`src/rtl/mips_pkg.sv`:
```
// Shared definitions for the MIPS multi-cycle main control and the ALU
// control decoder: opcode constants, alu_op operation classes, FSM state
// encoding and the instruction path classes produced by the opcode decoder.
package mips_pkg;

    // Instruction opcodes (4-bit field)
    localparam logic [3:0] OP_RTYPE = 4'b0000;
    localparam logic [3:0] OP_ADDI  = 4'b0001;
    localparam logic [3:0] OP_ANDI  = 4'b0010;
    localparam logic [3:0] OP_ORI   = 4'b0011;
    localparam logic [3:0] OP_SLTI  = 4'b0100;
    localparam logic [3:0] OP_LW    = 4'b0101;
    localparam logic [3:0] OP_SW    = 4'b0110;
    localparam logic [3:0] OP_BEQ   = 4'b0111;
    localparam logic [3:0] OP_BNE   = 4'b1000;
    localparam logic [3:0] OP_LUI   = 4'b1001;
    localparam logic [3:0] OP_J     = 4'b1010;

    // Operation classes handed to the ALU control decoder
    localparam logic [2:0] ALU_RTYPE  = 3'b000;
    localparam logic [2:0] ALU_ADDI   = 3'b001;
    localparam logic [2:0] ALU_ANDI   = 3'b010;
    localparam logic [2:0] ALU_ORI    = 3'b011;
    localparam logic [2:0] ALU_SLTI   = 3'b100;
    localparam logic [2:0] ALU_MEM    = 3'b101;
    localparam logic [2:0] ALU_BRANCH = 3'b110;
    localparam logic [2:0] ALU_LUI    = 3'b111;

    // Main control FSM states
    typedef enum logic [2:0] {
        ST_FETCH  = 3'd0,
        ST_DECODE = 3'd1,
        ST_EXEC   = 3'd2,
        ST_MEM    = 3'd3,
        ST_WB     = 3'd4
    } state_e;

    // Path an instruction takes after DECODE
    typedef enum logic [2:0] {
        CLS_WB      = 3'd0,   // EXEC then WB
        CLS_MEM     = 3'd1,   // EXEC then MEM (lw continues to WB)
        CLS_BRANCH  = 3'd2,   // EXEC resolves the branch
        CLS_JUMP    = 3'd3,   // completes in DECODE
        CLS_ILLEGAL = 3'd4    // flagged in DECODE, never retired
    } op_class_e;

endpackage

```
`src/rtl/mips_opcode_decode.sv`:
```
// Combinational opcode map: turns a 4-bit opcode into the alu_op class and
// the execution path class used by the main control FSM.
// Ports:
//   opcode_i   [3:0] instruction opcode
//   alu_op_o   [2:0] operation class for the ALU control decoder
//   op_class_o       execution path (WB / MEM / BRANCH / JUMP / ILLEGAL)
module mips_opcode_decode
    import mips_pkg::*;
(
    input  logic [3:0] opcode_i,
    output logic [2:0] alu_op_o,
    output op_class_e  op_class_o
);

    // Opcode lookup table; unlisted opcodes decode as illegal with alu_op 000
    always_comb begin
        alu_op_o   = ALU_RTYPE;
        op_class_o = CLS_ILLEGAL;
        case (opcode_i)
            OP_RTYPE: begin alu_op_o = ALU_RTYPE;  op_class_o = CLS_WB;     end
            OP_ADDI:  begin alu_op_o = ALU_ADDI;   op_class_o = CLS_WB;     end
            OP_ANDI:  begin alu_op_o = ALU_ANDI;   op_class_o = CLS_WB;     end
            OP_ORI:   begin alu_op_o = ALU_ORI;    op_class_o = CLS_WB;     end
            OP_SLTI:  begin alu_op_o = ALU_SLTI;   op_class_o = CLS_WB;     end
            OP_LW:    begin alu_op_o = ALU_MEM;    op_class_o = CLS_MEM;    end
            OP_SW:    begin alu_op_o = ALU_MEM;    op_class_o = CLS_MEM;    end
            OP_BEQ:   begin alu_op_o = ALU_BRANCH; op_class_o = CLS_BRANCH; end
            OP_BNE:   begin alu_op_o = ALU_BRANCH; op_class_o = CLS_BRANCH; end
            OP_LUI:   begin alu_op_o = ALU_LUI;    op_class_o = CLS_WB;     end
            OP_J:     begin alu_op_o = ALU_RTYPE;  op_class_o = CLS_JUMP;   end
            default:  begin alu_op_o = ALU_RTYPE;  op_class_o = CLS_ILLEGAL; end
        endcase
    end

endmodule

```
`src/rtl/mips_main_control.sv`:
```
// Multi-cycle MIPS main control: FETCH/DECODE/EXEC/MEM/WB sequencer with a
// valid/ready instruction handshake, datapath strobes and a retired-
// instruction counter.
// Ports:
//   clk, rst_n          clock, asynchronous active-low reset
//   opcode [3:0]        instruction opcode, captured on accept
//   instr_valid         fetch side offers an instruction
//   instr_ready         high exactly in FETCH
//   zero                ALU zero flag, used in EXEC for branches
//   mem_ack             data memory completion, only observed in MEM
//   alu_op [2:0]        registered operation class for the ALU decoder
//   reg_write, mem_read, mem_write, pc_write, illegal   mutually exclusive strobes
//   retired [CNT_W-1:0] count of completed legal instructions (wraps)
module mips_main_control
    import mips_pkg::*;
#(
    parameter int CNT_W = 16
)
(
    input  logic             clk,
    input  logic             rst_n,
    input  logic [3:0]       opcode,
    input  logic             instr_valid,
    output logic             instr_ready,
    input  logic             zero,
    input  logic             mem_ack,
    output logic [2:0]       alu_op,
    output logic             reg_write,
    output logic             mem_read,
    output logic             mem_write,
    output logic             pc_write,
    output logic             illegal,
    output logic [CNT_W-1:0] retired
);

    state_e           state_q,  state_d;
    logic [3:0]       opcode_q, opcode_d;
    logic [2:0]       alu_op_q, alu_op_d;
    op_class_e        class_q,  class_d;
    logic [CNT_W-1:0] retired_q, retired_d;

    logic [2:0]       dec_alu_op_s;
    op_class_e        dec_class_s;
    logic             retire_s;
    logic             is_lw_s;
    logic             is_beq_s;

    logic             reg_write_s;
    logic             mem_read_s;
    logic             mem_write_s;
    logic             pc_write_s;
    logic             illegal_s;

    mips_opcode_decode u_decode (
        .opcode_i   (opcode),
        .alu_op_o   (dec_alu_op_s),
        .op_class_o (dec_class_s)
    );

    assign is_lw_s  = (opcode_q == OP_LW);
    assign is_beq_s = (opcode_q == OP_BEQ);

    // Next-state, instruction capture and retire-event logic
    always_comb begin
        state_d  = state_q;
        opcode_d = opcode_q;
        alu_op_d = alu_op_q;
        class_d  = class_q;
        retire_s = 1'b0;
        case (state_q)
            ST_FETCH: begin
                // instr_ready is high here, so instr_valid alone means accept
                if (instr_valid) begin
                    opcode_d = opcode;
                    alu_op_d = dec_alu_op_s;
                    class_d  = dec_class_s;
                    state_d  = ST_DECODE;
                end else begin
                    state_d  = ST_FETCH;
                end
            end
            ST_DECODE: begin
                case (class_q)
                    CLS_ILLEGAL: state_d = ST_FETCH;
                    CLS_JUMP: begin
                        state_d  = ST_FETCH;
                        retire_s = 1'b1;
                    end
                    default:     state_d = ST_EXEC;
                endcase
            end
            ST_EXEC: begin
                case (class_q)
                    CLS_BRANCH: begin
                        state_d  = ST_FETCH;
                        retire_s = 1'b1;
                    end
                    CLS_MEM:    state_d = ST_MEM;
                    default:    state_d = ST_WB;
                endcase
            end
            ST_MEM: begin
                // The ack cycle is the last MEM cycle; sw retires here
                if (mem_ack) begin
                    if (is_lw_s) begin
                        state_d = ST_WB;
                    end else begin
                        state_d  = ST_FETCH;
                        retire_s = 1'b1;
                    end
                end else begin
                    state_d = ST_MEM;
                end
            end
            ST_WB: begin
                state_d  = ST_FETCH;
                retire_s = 1'b1;
            end
            default: begin
                state_d = ST_FETCH;
            end
        endcase
    end

    // Retired counter next value, wrapping naturally at 2^CNT_W
    always_comb begin
        if (retire_s) begin
            retired_d = retired_q + {{(CNT_W-1){1'b0}}, 1'b1};
        end else begin
            retired_d = retired_q;
        end
    end

    // State, captured instruction and counter registers
    always_ff @(posedge clk or negedge rst_n) begin
        if (!rst_n) begin
            state_q   <= ST_FETCH;
            opcode_q  <= 4'b0000;
            alu_op_q  <= 3'b000;
            class_q   <= CLS_WB;
            retired_q <= '0;
        end else begin
            state_q   <= state_d;
            opcode_q  <= opcode_d;
            alu_op_q  <= alu_op_d;
            class_q   <= class_d;
            retired_q <= retired_d;
        end
    end

    // Moore strobe decode from state and captured instruction only; the
    // branch strobe additionally follows the ALU zero flag during EXEC
    always_comb begin
        reg_write_s = 1'b0;
        mem_read_s  = 1'b0;
        mem_write_s = 1'b0;
        pc_write_s  = 1'b0;
        illegal_s   = 1'b0;
        case (state_q)
            ST_DECODE: begin
                if (class_q == CLS_ILLEGAL) begin
                    illegal_s = 1'b1;
                end else if (class_q == CLS_JUMP) begin
                    pc_write_s = 1'b1;
                end else begin
                    illegal_s = 1'b0;
                end
            end
            ST_EXEC: begin
                if (class_q == CLS_BRANCH) begin
                    pc_write_s = is_beq_s ? zero : !zero;
                end else begin
                    pc_write_s = 1'b0;
                end
            end
            ST_MEM: begin
                if (is_lw_s) begin
                    mem_read_s = 1'b1;
                end else begin
                    mem_write_s = 1'b1;
                end
            end
            ST_WB: begin
                reg_write_s = 1'b1;
            end
            default: begin
                reg_write_s = 1'b0;
            end
        endcase
    end

    assign instr_ready = (state_q == ST_FETCH);
    assign alu_op      = alu_op_q;
    assign retired     = retired_q;
    assign reg_write   = reg_write_s;
    assign mem_read    = mem_read_s;
    assign mem_write   = mem_write_s;
    assign pc_write    = pc_write_s;
    assign illegal     = illegal_s;

endmodule

```
`config.mk`:
```
export PLATFORM = sky130hd
export DESIGN_NAME = mips_main_control
export DESIGN_NICKNAME = d
export VERILOG_FILES = /design/src/rtl/mips_pkg.sv /design/src/rtl/mips_opcode_decode.sv /design/src/rtl/mips_main_control.sv
export SDC_FILE = /design/constraint.sdc
export NUM_CORES = 1
export LEC_CHECK = 0
export CAP_MARGIN = 20
export CORE_MARGIN = 1.5
export CORE_UTILIZATION = 50
export DETAILED_ROUTE_END_ITERATION = 12
export PLACE_DENSITY_LB_ADDON = 0.1
export SKIP_CTS_REPAIR_TIMING = 1
export SYNTH_ARGS = -nofsm -noshare
export SYNTH_HDL_FRONTEND = slang
export SYNTH_SLANG_ARGS = --single-unit
```
`constraint.sdc`:
```
create_clock -name clk -period 2.05 [get_ports clk]
set_input_delay 0.615 -clock clk [delete_from_list [all_inputs] [get_ports clk]]
set_output_delay 0.615 -clock clk [all_outputs]
set_load 0.05 [all_outputs]
```
Word-level counts from Yosys, hierarchy flattened
Memories as Yosys holds them, arrays and structs flattened. A register that Yosys moved wholly into a read port is not among the register bits. Cells that the tools add are included.

Word-level logic and storage cells: 41. Input bits: 9. Memories: 1. Flip-flop bits (word level): 23. Output and inout port bits: 25. ROM bits: 96.

Equality and inequality tests: 10. $add $sub $neg: 1. Reduce and logical (&&, ||, !) cells: 5. Multiplexer cells: 21.

Memory list: (no name shown) (depth 16, bits a word 6, read ports 1, clocked after memory_dff 1, write ports 0, line mips_opcode_decode.sv:19) `case (opcode_i)`.

Operators with widths (number): 16-bit by 1-bit adder with 16-bit output (second input constant) (1); 1-bit 2-to-1 mux (14); 3-bit by 2-bit == test with 1-bit output (second input constant) (4); 3-bit case mux with 4 select lines (1); 4-bit by 3-bit == test with 1-bit output (second input constant) (2); 3-bit by 1-bit == test with 1-bit output (second input constant) (2); 3-bit == test (second input constant) (2); 3-bit 2-to-1 mux (2); 3-bit case mux with 2 select lines (1); 1-bit case mux with 4 select lines (1); 3-bit logical NOT (1); 1-bit logical NOT (2); 2-bit 2-to-1 mux (1); 1-bit case mux with 2 select lines (1); 2-bit AND reduction (1); 2-bit OR reduction (1).

Depth between registers and ports, before layout
Depth after elaboration: 4. Depth in mapped cells: 7. Depth with buffers taken out: 6.

Hierarchy
From an unflattened synthesis, not the netlist that was laid out.

Cells, all modules: 147. Area total of the unflattened synthesis: 1636.6 um^2.

Modules (own cells, without submodules): mips_main_control (area each 1476.4 um^2, cells an instance 126, instances 1, seq. area each 725.7 um^2); mips_opcode_decode (area each 160.2 um^2, cells an instance 21, instances 1, seq. area each 0.0 um^2).

Worst setup path after synthesis
Ideal clock, no wire load.

Kind: register to register. From: reg state_q[1]. To: reg retired_q[15], in the netlist retired[15]. Path slack: -0.632 ns. Required time: 1.968 ns. Arrival time: 2.601 ns. Buffers on the path: 1. Setup time: 0.082 ns. Stages on the path, launching flop included: 7. Period minus slack after synthesis: 2.682 ns. Cells stage by stage: dfrtp_1 -> nor3b_1 -> o21bai_2 -> a221oi_4 -> buf_6 -> nor4_4 -> xor2_1.

Cells in the longest elaborated chain, start to end: 2. Elaborated cells between the ends (all ways): 5. Classes of those cells: eq/ne (4); mux (1).

RTL lines: from (decl) (line mips_main_control.sv:36) `state_e state_q, state_d;`; from (signal assigned) (line mips_main_control.sv:143) `state_q <= state_d;`; 3-bit == test (tied with other cells) (line mips_main_control.sv:70) `case (state_q)`; 1-bit case mux with 4 select lines (*) (line mips_main_control.sv:70); to (signal assigned) (line mips_main_control.sv:147) `retired_q <= retired_d;`; to (decl) (line mips_main_control.sv:40) `logic [CNT_W-1:0] retired_q, retired_d;`.

Mark *: on every way between the ends. The rest lies on a longest branch, timed or not. A chain may end at the register's enable or synchronous reset.

Final worst setup path
From: reg opcode_q[3]. To: out pc_write.

Cells in the longest elaborated chain, start to end: 4.

RTL lines: from (decl) (line mips_main_control.sv:37) `logic [3:0] opcode_q, opcode_d;`; from (signal assigned) (line mips_main_control.sv:144) `opcode_q <= opcode_d;`; 4-bit by 3-bit == test with 1-bit output (line mips_main_control.sv:61) `assign is_beq_s = (opcode_q == OP_BEQ);`; 1-bit 2-to-1 mux (line mips_main_control.sv:171) `pc_write_s = is_beq_s ? zero : !zero;`; 1-bit 2-to-1 mux (line mips_main_control.sv:170) `if (class_q == CLS_BRANCH) begin`; 1-bit case mux with 2 select lines (line mips_main_control.sv:159) `case (state_q)`; to (decl) (line mips_main_control.sv:31) `output logic pc_write,`.

Every way passes these cells.

==> impl_summary.md <==
Status
The flow ran to the end, but the final reports show violations. The final reports fail on setup timing.

Floorplanning
The floorplan step defined a die boundary enclosing 3470 um2. The standard-cell row count is 20. The chip height is 58.91 um. The total area inside the core boundary comes to roughly 3000 um2. The die span in x is a little under 60 um.

The initial standard-cell utilization of the core is 0.5204. Pin placement for this block handled 34 I/O pins.

Routing
The first detailed-routing pass ran for 4 iterations. Using the TritonRoute via totals, the vias-per-cell ratio works out to 5.361. In this run the remaining antenna-violating nets after routing total 0. The iteration-0 DRC count of the detailed router is 46.

For this block, the routed nets add up to about 3300 um of wire. After detailed routing, the average wire length per cell comes to 14.12 um. In the routed design, unresolved DRC markers number 0. For this block, the via count after detailed routing is 1,249.

Yosys
The post-synthesis async set-or-reset flop share is 1.000. The share of synthesized area in the top cell type comes to 0.4644. Among all cell types in the netlist, the one instantiated most often is dfrtp_1.

The sequential element share of the synthesized area is 0.4644. By area the synthesized netlist is led by dfrtp_1 (46%), xor2_1 (7.8%), nand2_1 (5.3%). The commonest cells after synthesis are dfrtp_1 (29), nand2_1 (22), xor2_1 (14), nor2_1 (11), o21ai_0 (9).

Yosys mapped the design onto 39 distinct sky130hd cell types. The cell type with the largest total area after synthesis is dfrtp_1. The synthesized netlist occupies a cell area of 1563 um2. Among all flip-flop cells after synthesis, the most frequent one is dfrtp_1. The number of synthesized flops with an enable pin is 0. The number of flip-flops and latches in the synthesized netlist is 29. A synthesized cell averages 10.15 um2. The synthesized instance count is between 150 and 200. During synthesis, Yosys emitted a total of 0 warnings. The post-synth net total is about 170.

GRT
Entering global routing, the biggest net connects 30 pins. The residual overflow from global routing is 0. The number of antenna violations at the first check in global routing was 0. For this run, the total global-route usage over all layers was measured as 0.2037. The number of global-route vias before repair came to between 1,000 and 1,500. The first global-routing pass estimated between 5000 and 6000 um of wire.

Worst setup path
Together, buffers and inverters on the worst path number 1. The required time at the endpoint of the critical path is about 1.4 ns. The critical path is of the flip-flop to primary output type. The type of element launching the critical path is a flip-flop. Of all nets on the critical path, the largest fanout is 3.

Traced cell by cell, the critical path runs through nand4b_1 -> xor2_1 -> nand3_1 -> a21oi_2 -> buf_12. The cell family contributing the most delay on the critical path is flip-flops. The largest single stage delay on the critical path is around 0.4 ns.

The largest individual stage delay along the critical path comes from the cell dfrtp_1. STA classifies the critical path endpoint as a primary output. The critical path arrival is between 1.5 and 2 ns.

Pwr
The part of the total power dissipated in combinational logic is 0.489. The part of the total power dissipated in the clock network is 0.179. The cell-internal power is roughly 1.6 mW. The power density over cell area is 1283 nW/um2.

Of the total power, the share spent switching nets is 0.4228. The analysis attributes to cell leakage a power of around 1.1 nW. In this run the power spent charging and discharging nets is roughly 1.2 mW. The sequential share of power is 0.332. The worst-case IR drop observed on VDD is just under 0.9 mV.

Timing
The setup total negative slack is -0.3155 ns. The total count of hold-check failures in the final report is 0. Timing would allow up to 0.4527 GHz.

The worst slew slack as a fraction of its limit is 0.7398. The setup slack of the critical path after layout is -0.1589 ns. Of the available clock period, the critical path in the final layout requires 1.078. The slew at the pin closest to its max-slew limit is roughly 0.4 ns. Setup repair after global routing could not meet its margin everywhere.

The minimum clock period after layout is ~2.2 ns. The final max-slew violation count is 0. The final-report setup violation count is 3. Across the routed clock network, the largest skew measured is roughly 0.012 ns.

The tightest hold margin is 0.4879 ns.

Cells and area
The finished layout holds ~230 standard cells, fillers aside. The count of antenna diodes in the layout is 0. The net count of the finished layout is 213. The total non-filler cell area in the finished layout is about 2100 um2. The share of final-layout standard cells stronger than drive strength 1 is 0.3050.

The relative area change from synthesis to final layout is 36.75%.

Min path
The path class of the tightest hold or removal check is flip-flop to flip-flop.

Clock network
The maximum clock path buffer count is 2. The later pin in the worst-skew pair is clocked with a latency of 0.33 ns. TritonCTS created 5 clock buffers.

The root cell of the clock tree is clkbuf_4. The count of H-tree levels built during CTS is 2. Clock tree synthesis found a total of 29 sinks. Clock-pin slew was measured on the worst setup and hold paths at ~0.090 ns. The clock tree from TritonCTS is yes.

Placed design
The wire-length estimate of the detail-placed layout is 2426 um. The placer congestion estimate is ~0.77. OpenSTA, run right after detailed placement, puts the worst setup slack at -0.2850 ns. After detailed placement, the design holds a cell count of roughly 220. After detailed placement, the total cell area comes to ~2000 um2.

The number of buffer cells added on primary ports is 33.

Run
The max-capacitance violation count is 0.
==> final timing paths <==
check                                  from           to  slack (ns)  depth (start not counted)
max in group asynchronous             rst_n   state_q[0]        1.08                          2
worst min register to register    alu_op[1]    alu_op[1]        0.49                          2
min in group asynchronous             rst_n  retired[10]        0.66                          2
worst min-delay path              alu_op[1]    alu_op[1]        0.49                          2
worst max-delay path            opcode_q[3]     pc_write       -0.16                          5
worst max register to register   state_q[2]  retired[10]        0.09                          6
==> per-stage QoR <==
step | power [mW] | utilization
after floorplan | 1.758 | -
after global routing | 2.893 | 0.7117
after detailed placement | 2.228 | 0.6725
after CTS | 2.724 | 0.7008
after global placement | 2.198 | 0.6725
final | 2.741 | 0.7117
==> sequential cells by signal (all words and copies together) (netlist names) <==
signal and count:
retired 16, opcode_q 4, state_q 3, class_q 3, alu_op 3
==> power groups by stage <==
stage | Sequential, mW | Clock [mW] | Combinational [mW]
floorplan | 1.12 | 0 | 0.642
global placement | 0.905 | 0 | 1.29
detailed placement | 0.918 | 0 | 1.31
CTS | 0.907 | 0.499 | 1.32
global route | 0.937 | 0.526 | 1.43
finish | 0.910 | 0.491 | 1.34
==> cell usage in the layout, fill, tap and decap left out, drive strengths merged, types with 2 or more instances in the layout <==
master	count
clkbuf	7
inv	3
nand2	22
nor4b	4
nor4	4
nand3b	3
and3	3
ha	5
buf	36
a21oi	4
xnor2	4
nor3b	3
nor3	3
dfrtp	29
clkdlybuf4s50	7
nand4	2
nand2b	2
o21ai	9
nor2b	2
xor2	14
or3b	2
nor2	11
nand3	6
==> worst register-to-register path: stages (launching register included) <==
cell	delay (ns)
dfrtp_1	0.43
or3b_1	0.45
o21bai_2	0.23
a221oi_4	0.06
buf_12	0.18
nor4b_1	0.39
xor2_1	0.18
==> cell type report <==
cell class	instances	area, um2
inverter	3	11.26
tap	33	41.29
multi-input combinational	116	830.8
sequential	29	728.2
timing repair buffer	44	440.4
clock inverter	1	30.03
clock buffer	7	55.05
fill	248	865.8
==> logic make-up after synthesis <==
family          after synthesis  share of synthesized area
fa+ha+maj                     5                    0.04003
compound gates               19                    0.08408
mux                           2                    0.01361
simple gates                 72                     0.2706
flops                        29                     0.4644
buf+inv                       9                    0.02642
xor+xnor                     18                     0.1009
==> layer usage <==
metal | wire (um) | track usage | part of all wire
met5 | 0 | 0 | 0
met4 | 18 | 0.06169 | 0.0055
met3 | 123 | 0.05934 | 0.037
met2 | 1665 | 0.3413 | 0.51
met1 | 1482 | 0.2539 | 0.45
No activity file was read; power rests on OpenSTA's default activity.
